`config.mk`:
```
export PLATFORM = sky130hd
export DESIGN_NAME = shader_issue_sequencer
export DESIGN_NICKNAME = d
export VERILOG_FILES = /design/src/rtl/shader_issue_sequencer.sv
export SDC_FILE = /design/constraint.sdc
export NUM_CORES = 1
export LEC_CHECK = 0
export CAP_MARGIN = 30
export CORE_ASPECT_RATIO = 0.6
export CORE_UTILIZATION = 40
export DETAILED_ROUTE_END_ITERATION = 8
export DONT_BUFFER_PORTS = 1
export PLACE_DENSITY = 0.65
export REMOVE_ABC_BUFFERS = 1
export SYNTH_ARGS = -nofsm -noshare
export SYNTH_HDL_FRONTEND = slang
export SYNTH_SLANG_ARGS = --single-unit
```
`constraint.sdc`:
```
create_clock -name clk -period 3.3 [get_ports clk]
set_clock_uncertainty 0.05 [all_clocks]
set_input_delay 0.66 -clock clk [delete_from_list [all_inputs] [get_ports clk]]
set_output_delay 0.66 -clock clk [all_outputs]
set_load 0.03 [all_outputs]
```
`src/rtl/shader_issue_sequencer.sv`:
```
// Round-robin issue sequencer sharing one shader_core between NUM_REQ thread contexts.
// Holds fields through the core's delayed writeback and runs load/store through a mem handshake.
module shader_issue_sequencer #(
  parameter int unsigned     NUM_REQ  = 4,
  parameter int unsigned     OP_W     = 5,
  parameter int unsigned     REG_AW   = 4,
  parameter logic [OP_W-1:0] OP_LOAD  = 5'h10,
  parameter logic [OP_W-1:0] OP_STORE = 5'h11
) (
  input  logic                       clk,
  input  logic                       rst,
  input  logic [NUM_REQ-1:0]         i_req_valid,
  input  logic [NUM_REQ*OP_W-1:0]    i_req_opcode,
  input  logic [NUM_REQ*REG_AW-1:0]  i_req_rd,
  input  logic [NUM_REQ*REG_AW-1:0]  i_req_rs1,
  input  logic [NUM_REQ*REG_AW-1:0]  i_req_rs2,
  output logic [NUM_REQ-1:0]         o_req_ready,
  output logic                       o_exec_en,
  output logic [OP_W-1:0]            o_opcode,
  output logic [REG_AW-1:0]          o_rd_addr,
  output logic [REG_AW-1:0]          o_rs1_addr,
  output logic [REG_AW-1:0]          o_rs2_addr,
  output logic                       o_mem_req,
  input  logic                       i_mem_ready,
  output logic [$clog2(NUM_REQ)-1:0] o_grant_id,
  output logic                       o_busy
);

  localparam int unsigned IDW = $clog2(NUM_REQ);

  typedef enum logic [1:0] {StIdle, StExec, StWb, StMem} state_e;

  state_e            state_q;
  logic [IDW-1:0]    ptr_q;
  logic              accept_slot;
  logic              grant_valid;
  logic [IDW-1:0]    grant_idx;
  logic [31:0]       scan_sum;
  logic [OP_W-1:0]   gnt_opcode;
  logic [REG_AW-1:0] gnt_rd;
  logic [REG_AW-1:0] gnt_rs1;
  logic [REG_AW-1:0] gnt_rs2;
  logic              gnt_is_mem;

  assign accept_slot = (state_q == StIdle) || (state_q == StWb) ||
                       ((state_q == StMem) && i_mem_ready);

  // First valid requester at or after ptr, wrapping modulo NUM_REQ.
  always_comb begin
    grant_valid = 1'b0;
    grant_idx   = '0;
    scan_sum    = '0;
    for (int unsigned i = 0; i < NUM_REQ; i++) begin
      scan_sum = 32'(ptr_q) + i;
      if (scan_sum >= NUM_REQ) begin
        scan_sum = scan_sum - NUM_REQ;
      end
      if (!grant_valid && i_req_valid[scan_sum[IDW-1:0]]) begin
        grant_valid = 1'b1;
        grant_idx   = scan_sum[IDW-1:0];
      end
    end
  end

  always_comb begin
    gnt_opcode = '0;
    gnt_rd     = '0;
    gnt_rs1    = '0;
    gnt_rs2    = '0;
    for (int unsigned k = 0; k < NUM_REQ; k++) begin
      if (grant_idx == IDW'(k)) begin
        gnt_opcode = i_req_opcode[k*OP_W +: OP_W];
        gnt_rd     = i_req_rd[k*REG_AW +: REG_AW];
        gnt_rs1    = i_req_rs1[k*REG_AW +: REG_AW];
        gnt_rs2    = i_req_rs2[k*REG_AW +: REG_AW];
      end
    end
  end

  assign gnt_is_mem = (gnt_opcode == OP_LOAD) || (gnt_opcode == OP_STORE);

  // Ready is suppressed during reset so nothing is handed over that the reset would drop.
  always_comb begin
    o_req_ready = '0;
    if (!rst && accept_slot && grant_valid) begin
      o_req_ready[grant_idx] = 1'b1;
    end
  end

  always_ff @(posedge clk) begin
    if (rst) begin
      state_q    <= StIdle;
      ptr_q      <= '0;
      o_exec_en  <= 1'b0;
      o_mem_req  <= 1'b0;
      o_opcode   <= '0;
      o_rd_addr  <= '0;
      o_rs1_addr <= '0;
      o_rs2_addr <= '0;
      o_grant_id <= '0;
    end else if (accept_slot) begin
      if (grant_valid) begin
        ptr_q      <= (grant_idx == IDW'(NUM_REQ - 1)) ? '0 : grant_idx + 1'b1;
        o_opcode   <= gnt_opcode;
        o_rd_addr  <= gnt_rd;
        o_rs1_addr <= gnt_rs1;
        o_rs2_addr <= gnt_rs2;
        o_grant_id <= grant_idx;
        if (gnt_is_mem) begin
          state_q   <= StMem;
          o_exec_en <= 1'b0;
          o_mem_req <= 1'b1;
        end else begin
          state_q   <= StExec;
          o_exec_en <= 1'b1;
          o_mem_req <= 1'b0;
        end
      end else begin
        state_q   <= StIdle;
        o_exec_en <= 1'b0;
        o_mem_req <= 1'b0;
      end
    end else if (state_q == StExec) begin
      // Fields stay put through WB: the core writes back using the current rd.
      state_q   <= StWb;
      o_exec_en <= 1'b0;
    end
  end

  assign o_busy = (state_q != StIdle);

endmodule

```
== Word-level counts from Yosys, hierarchy flattened ==
Index checks and enable logic that the tools add are counted.

* Register bits: 25
* Latch bits: 0
* Memory bits (writable): 0
* Memory bits (read-only): 0
* Input port bits: 75
* Output and inout port bits: 26
* Memories: 0

* $add $sub $neg: 8
* Multipliers: 0
* Div/mod/pow operators: 0
* Magnitude comparators: 10
* Eq/ne operators: 8
* Shift-type cells: 0
* Mux-type cells: 50
* Bitwise gates (word level): 0
* Reduce and logical (&&, ||, !) cells: 19

{| class="wikitable"
|+ Operators with widths
! operator !! number
|-
| $mux W4 || 13
|-
| $mux W2 || 13
|-
| $mux W5 || 4
|-
| $lt A2 B3 Y1 const B || 5
|-
| $mux W1 || 15
|-
| $eq A5 B5 Y1 const B || 2
|-
| $ge A3 B3 Y1 const B || 3
|-
| $bmux W1 S2 || 4
|-
| $eq A2 B2 Y1 const B || 4
|-
| $sub A2 B1 Y2 const B || 4
|-
| $logic_and A1 B1 Y1 || 7
|-
| $add A2 B2 Y3 const B || 2
|-
| $eq A2 B1 Y1 const B || 2
|-
| $logic_not A1 Y1 || 4
|-
| $logic_not A2 Y1 || 2
|-
| $reduce_bool A2 Y1 || 2
|-
| $add A2 B1 Y3 const B || 1
|-
| $ge A2 B3 Y1 const B || 1
|-
| $logic_or A1 B1 Y1 || 3
|-
| $add A2 B1 Y2 const B || 1
|-
| $demux W1 S2 || 1
|-
| $ge A2 B1 Y1 const B || 1
|-
| $reduce_and A2 Y1 || 1
|}

== Depth between registers and ports, before layout ==
* Depth after elaboration: 24
* Mapped depth: 12

== Worst setup path after synthesis ==
OpenSTA, ideal clock, no wires.

* Path kind: input port to output port
* From: input port i_req_valid[2]
* To: output port o_req_ready[3]
* Arrival: 2.594 ns
* Data required time: 2.590 ns
* Path slack: -0.004 ns
* Cell stages on the path: 8
* Cell sequence: mux2i_1 > nor2_2 > a311oi_2 > ha_1 > inv_2 > buf_2 > clkbuf_1 > nor3_1

* Word-level cells in the longest chain between the ends: 17
* Elaborated cells on any way between the ends: 29
* Those cells by class: 2 x order compare; 19 x mux; 8 x reduce/logical

{| class="wikitable"
|+ RTL lines
! item !! RTL line !! RTL
|-
| from (decl) || 12 || <nowiki>input logic [NUM_REQ-1:0] i_req_valid,</nowiki>
|-
| $bmux W1 S2 || 58 || <nowiki>if (!grant_valid && i_req_valid[scan_sum[IDW-1:0]]) begin</nowiki>
|-
| $mux W1 (not written as such) || 58 ||
|-
| $mux W1 || 58 ||
|-
| $logic_not A1 Y1 || 58 ||
|-
| $logic_and A1 B1 Y1 || 58 ||
|-
| $mux W1 || 58 ||
|-
| $logic_not A1 Y1 || 58 ||
|-
| $logic_and A1 B1 Y1 || 58 ||
|-
| (+2 left out) || n/a ||
|-
| $logic_and A1 B1 Y1 || 58 ||
|-
| $mux W2 (*) || 58 ||
|-
| via grant_idx[0] || 37 || <nowiki>logic [IDW-1:0] grant_idx;</nowiki>
|-
| $lt A2 B3 Y1 (not written as such) / $ge A2 B1 Y1 (equally long branches) || 86 || <nowiki>o_req_ready[grant_idx] = 1'b1;</nowiki>
|-
| $logic_and A1 B1 Y1 (not written as such) || 86 ||
|-
| $mux W1 (not written as such) || 86 ||
|-
| $demux W1 S2 (*) || 86 ||
|-
| $mux W4 (*) || 85 || <nowiki>if (!rst && accept_slot && grant_valid) begin</nowiki>
|-
| to (decl) || 17 || <nowiki>output logic [NUM_REQ-1:0] o_req_ready,</nowiki>
|}

Mark *: on every way through the listed nets, which the timed path passes. The rest lies on a longest branch. The select of a mux whose other input is x is not followed.

== Final worst setup path ==
* From: register ptr_q[1]
* To: output port o_req_ready[3]

* Word-level cells in the longest chain between the ends: 19
* Elaborated cells on any way between the ends: 44
* Those cells by class: 7 x add/sub; 6 x order compare; 23 x mux; 8 x reduce/logical

{| class="wikitable"
|+ RTL lines
! item !! RTL line !! RTL
|-
| from (decl) || 34 || <nowiki>logic [IDW-1:0] ptr_q;</nowiki>
|-
| from (signal assigned) || 103 || <nowiki>ptr_q <= (grant_idx == IDW'(NUM_REQ - 1)) ? '0 : grant_idx + 1'b1;</nowiki>
|-
| parallel branches: the longest is 13 deep, another holds $add A2 B1 Y3 || n/a ||
|-
| $mux W2 (*) || 58 ||
|-
| via grant_idx[0] || 37 ||
|-
| $lt A2 B3 Y1 (not written as such) / $ge A2 B1 Y1 (equally long branches) || 86 ||
|-
| $logic_and A1 B1 Y1 (not written as such) || 86 ||
|-
| $mux W1 (not written as such) || 86 ||
|-
| $demux W1 S2 (*) || 86 ||
|-
| $mux W4 (*) || 85 ||
|}

Mark *: on every way through the listed nets, which the timed path passes. The select of a mux whose other input is x is not followed.

==> flow_summary.yaml <==
status:
  status: "complete, no violations"
clock_network:
  cts_hold_buf: 0
  clk_path_buf_depth: 2
  cts.sinks: 25
  clk_pin_slew_ps: 80
  htree_num_levels: 1
  cts_resized: 0
  cts_root_buffer: "clkbuf_8"
  numCtsBuffers: 3
  postCtsSetupRepairBufs: 0
  clk-insertion-delay-late_ps: 260
  cts_tree: "yes"
global_routing:
  grt_pass1_wl_um: 6120
  gr-total-overflow: 0
  antenna_found_initial: 0
  grt_use_total_pct: 20.0
  grt_pass1_vias: 1267
  grt_max_degree: 23
finish:
  fillers: 375
  antennaDiodeCount: 0
  final_area_um2: 1590
  area_growth_syn_to_layout_pct: 3.75
  num-nets-final: 272
  instances_no_fill: 239
  drive_gt1_share_pct: 10.9
worst_setup_path:
  crit_chain: "mux2i_1, nor2_2, a311oi_2, ha_1, inv_2, nor3_1, buf_4"
  cpLargestDelayFamily: "flip-flops"
  path_buf_inv: 2
  worstSetupPathType: "flip-flop to primary output"
  cpPeakStageDelay_ps: 470
  cpMaxStageDelayCell: "dfxtp_1"
  cp.required_ps: 2590
  endpoint_kind: "primary output"
  critPathMaxFanout: 13
  crit_path_start_kind: "flip-flop"
  worstPathArrival_ps: 2390
floorplanning:
  initial_core_util_pct: 41.8
  ioPinCount: 101
  die_x_um: 82.0
  num_rows: 17
  die_h_um: 50.0
  dieArea_um2: 4100
  core_area_um2: 3680
synth:
  synth_seq_cells: 25
  ys_seq_area_share_pct: 32.6
  syn_area_um2: 1540
  synth_area_per_cell_um2: 7.80
  ys_types: 43
  synthCells: 197
  yosys_warnings: 0
timing:
  postLayoutSetupSlackWorst_ps: 198
  finalCritPeriodShare_pct: 94.0
  maxSlewViolCount: 0
  tightest_slew_ps: 800
  tns_ps: 0
  hold_violations: 0
  fin_hold_ws_ps: 405
  fin_crit_ps: 3100
  slew_headroom_pct: 46.6
  setup_viol: 0
  rsz0062_at_grt: "false"
  fmax_ghz: 0.322
power:
  p_sw_mw: 0.465
  p_seq_share_pct: 46.7
  p_per_area_nw_per_um2: 667
  combPwrFrac_pct: 36.7
  power.share.clock_pct: 16.6
  leakagePower_nw: 0.565
  vdd_ir_drop_max_mv: 0.278
  swShare_pct: 43.7
  p_int_mw: 0.599
placement:
  placed_area_um2: 1550
  dp_slack_ps: 339
  dpl.cell_count: 235
  dp.final_hpwl_um: 3090
  gp_congestion: 0.764
  port-buffer-count: 0
routing:
  drc: 0
  routed_via_density: 6.15
  wl_per_cell_um: 17.3
  routed_wl_um: 4140
  first_pass_iters: 4
  final_antenna_net_count: 0
  dr_total_vias: 1470
  first_iter_violations: 48
min_path:
  hold_path.class: "primary input to flip-flop"
run:
  cap_violations: 0
==> final timing paths <==
path                                               from                       to  slack (ps)  cells past startpoint
worst min-delay path                                rst  state_q[0]$_SDFFE_PP0P_         400                      1
worst min register to register  state_q[1]$_SDFFE_PP0P_  state_q[0]$_SDFFE_PP0P_         450                      2
worst max-delay path              ptr_q[1]$_SDFFE_PP0P_           o_req_ready[3]         200                      7
worst max register to register    ptr_q[1]$_SDFFE_PP0P_   o_mem_req$_SDFFE_PP0P_         400                     10
==> power groups by stage <==
stage | clock (mW) | sequential [mW] | combinational [mW]
floorplan | 0 | 0.490 | 0.301
global placement | 0 | 0.503 | 0.383
detailed placement | 0 | 0.504 | 0.391
CTS | 0.189 | 0.497 | 0.393
global route | 0.203 | 0.503 | 0.443
finish | 0.176 | 0.497 | 0.390
==> state kept, by name (all words and copies together) (netlist names) <==
signal      count
o_exec_en       1
o_grant_id      2
o_mem_req       1
o_opcode        5
o_rd_addr       4
o_rs1_addr      4
o_rs2_addr      4
ptr_q           2
state_q         2
==> through the flow <==
step / power [mW] / util, %
2_1_floorplan: 0.791 / -
4_1_cts: 1.08 / 43.3
3_5_place_dp: 0.895 / 42.1
5_1_grt: 1.15 / 43.3
6_report: 1.06 / 43.3
3_3_place_gp: 0.887 / 42.1
==> synthesized netlist by cell type, drive strengths merged <==
cell / n / area, um2
a21boi: 1 / 11.3
a21o: 1 / 7.51
a21oi: 26 / 130
a22o: 1 / 8.76
a22oi: 16 / 125
a311oi: 1 / 15.0
a31oi: 1 / 6.26
a32o: 1 / 10.0
and3: 3 / 18.8
buf: 9 / 62.6
clkbuf: 7 / 36.3
dfxtp: 25 / 500
ha: 4 / 50.1
inv: 6 / 22.5
mux2i: 1 / 10.0
nand2: 29 / 109
nand2b: 2 / 12.5
nand3b: 1 / 7.51
nand4: 1 / 6.26
nor2: 6 / 30.0
nor2b: 1 / 6.26
nor3: 1 / 5.00
nor4: 2 / 33.8
o211ai: 13 / 97.6
o21a: 1 / 7.51
o21ai: 28 / 140
o22ai: 3 / 18.8
o2bb2a: 1 / 10.0
o31ai: 1 / 7.51
or2: 2 / 15.0
or3: 1 / 6.26
or3b: 1 / 8.76
==> per-layer routing <==
layer | vias up | GRT usage [%] | part of all wire, %
met5 | - | 0 | 0
met4 | 0 | 3.22 | 0.17
met3 | 2 | 7.96 | 10
met2 | 74 | 32.2 | 45
met1 | 680 | 25.4 | 44
li1 | 714 | - | -
==> cell type report <==
| cell class | count | area, um2 | area share [%] |
|---|---|---|---|
| inverters | 6 | 22.5 | 1.41 |
| well taps | 47 | 58.8 | 3.69 |
| repair buffers | 7 | 52.6 | 3.30 |
| clock buffers | 4 | 45.0 | 2.83 |
| multi-input cells | 150 | 915 | 57.4 |
| flip-flops and latches | 25 | 500 | 31.4 |
==> cell usage in the layout, fill, tap and decap left out, drive strengths merged, types with 3 or more instances in the layout <==
master | netlist | final
a21oi | 26 | 26
a22oi | 16 | 16
and3 | 3 | 3
buf | 9 | 7
clkbuf | 7 | 4
dfxtp | 25 | 25
ha | 4 | 4
inv | 6 | 6
nand2 | 29 | 29
nor2 | 6 | 6
o211ai | 13 | 13
o21ai | 28 | 28
o22ai | 3 | 3
==> kinds of logic (layout without fill, tap and decap cells) <==
logic type	Yosys count	count (layout)	synth area share, %
DFF	25	25	32.6
muxes	1	1	0.651
adders and majority gates	4	4	3.26
buffers and inverters	22	17	7.90
and+or+nand+nor	50	50	16.9
AOI/OAI and AO/OA	95	95	38.8
No activity file was read; power rests on OpenSTA's default activity.
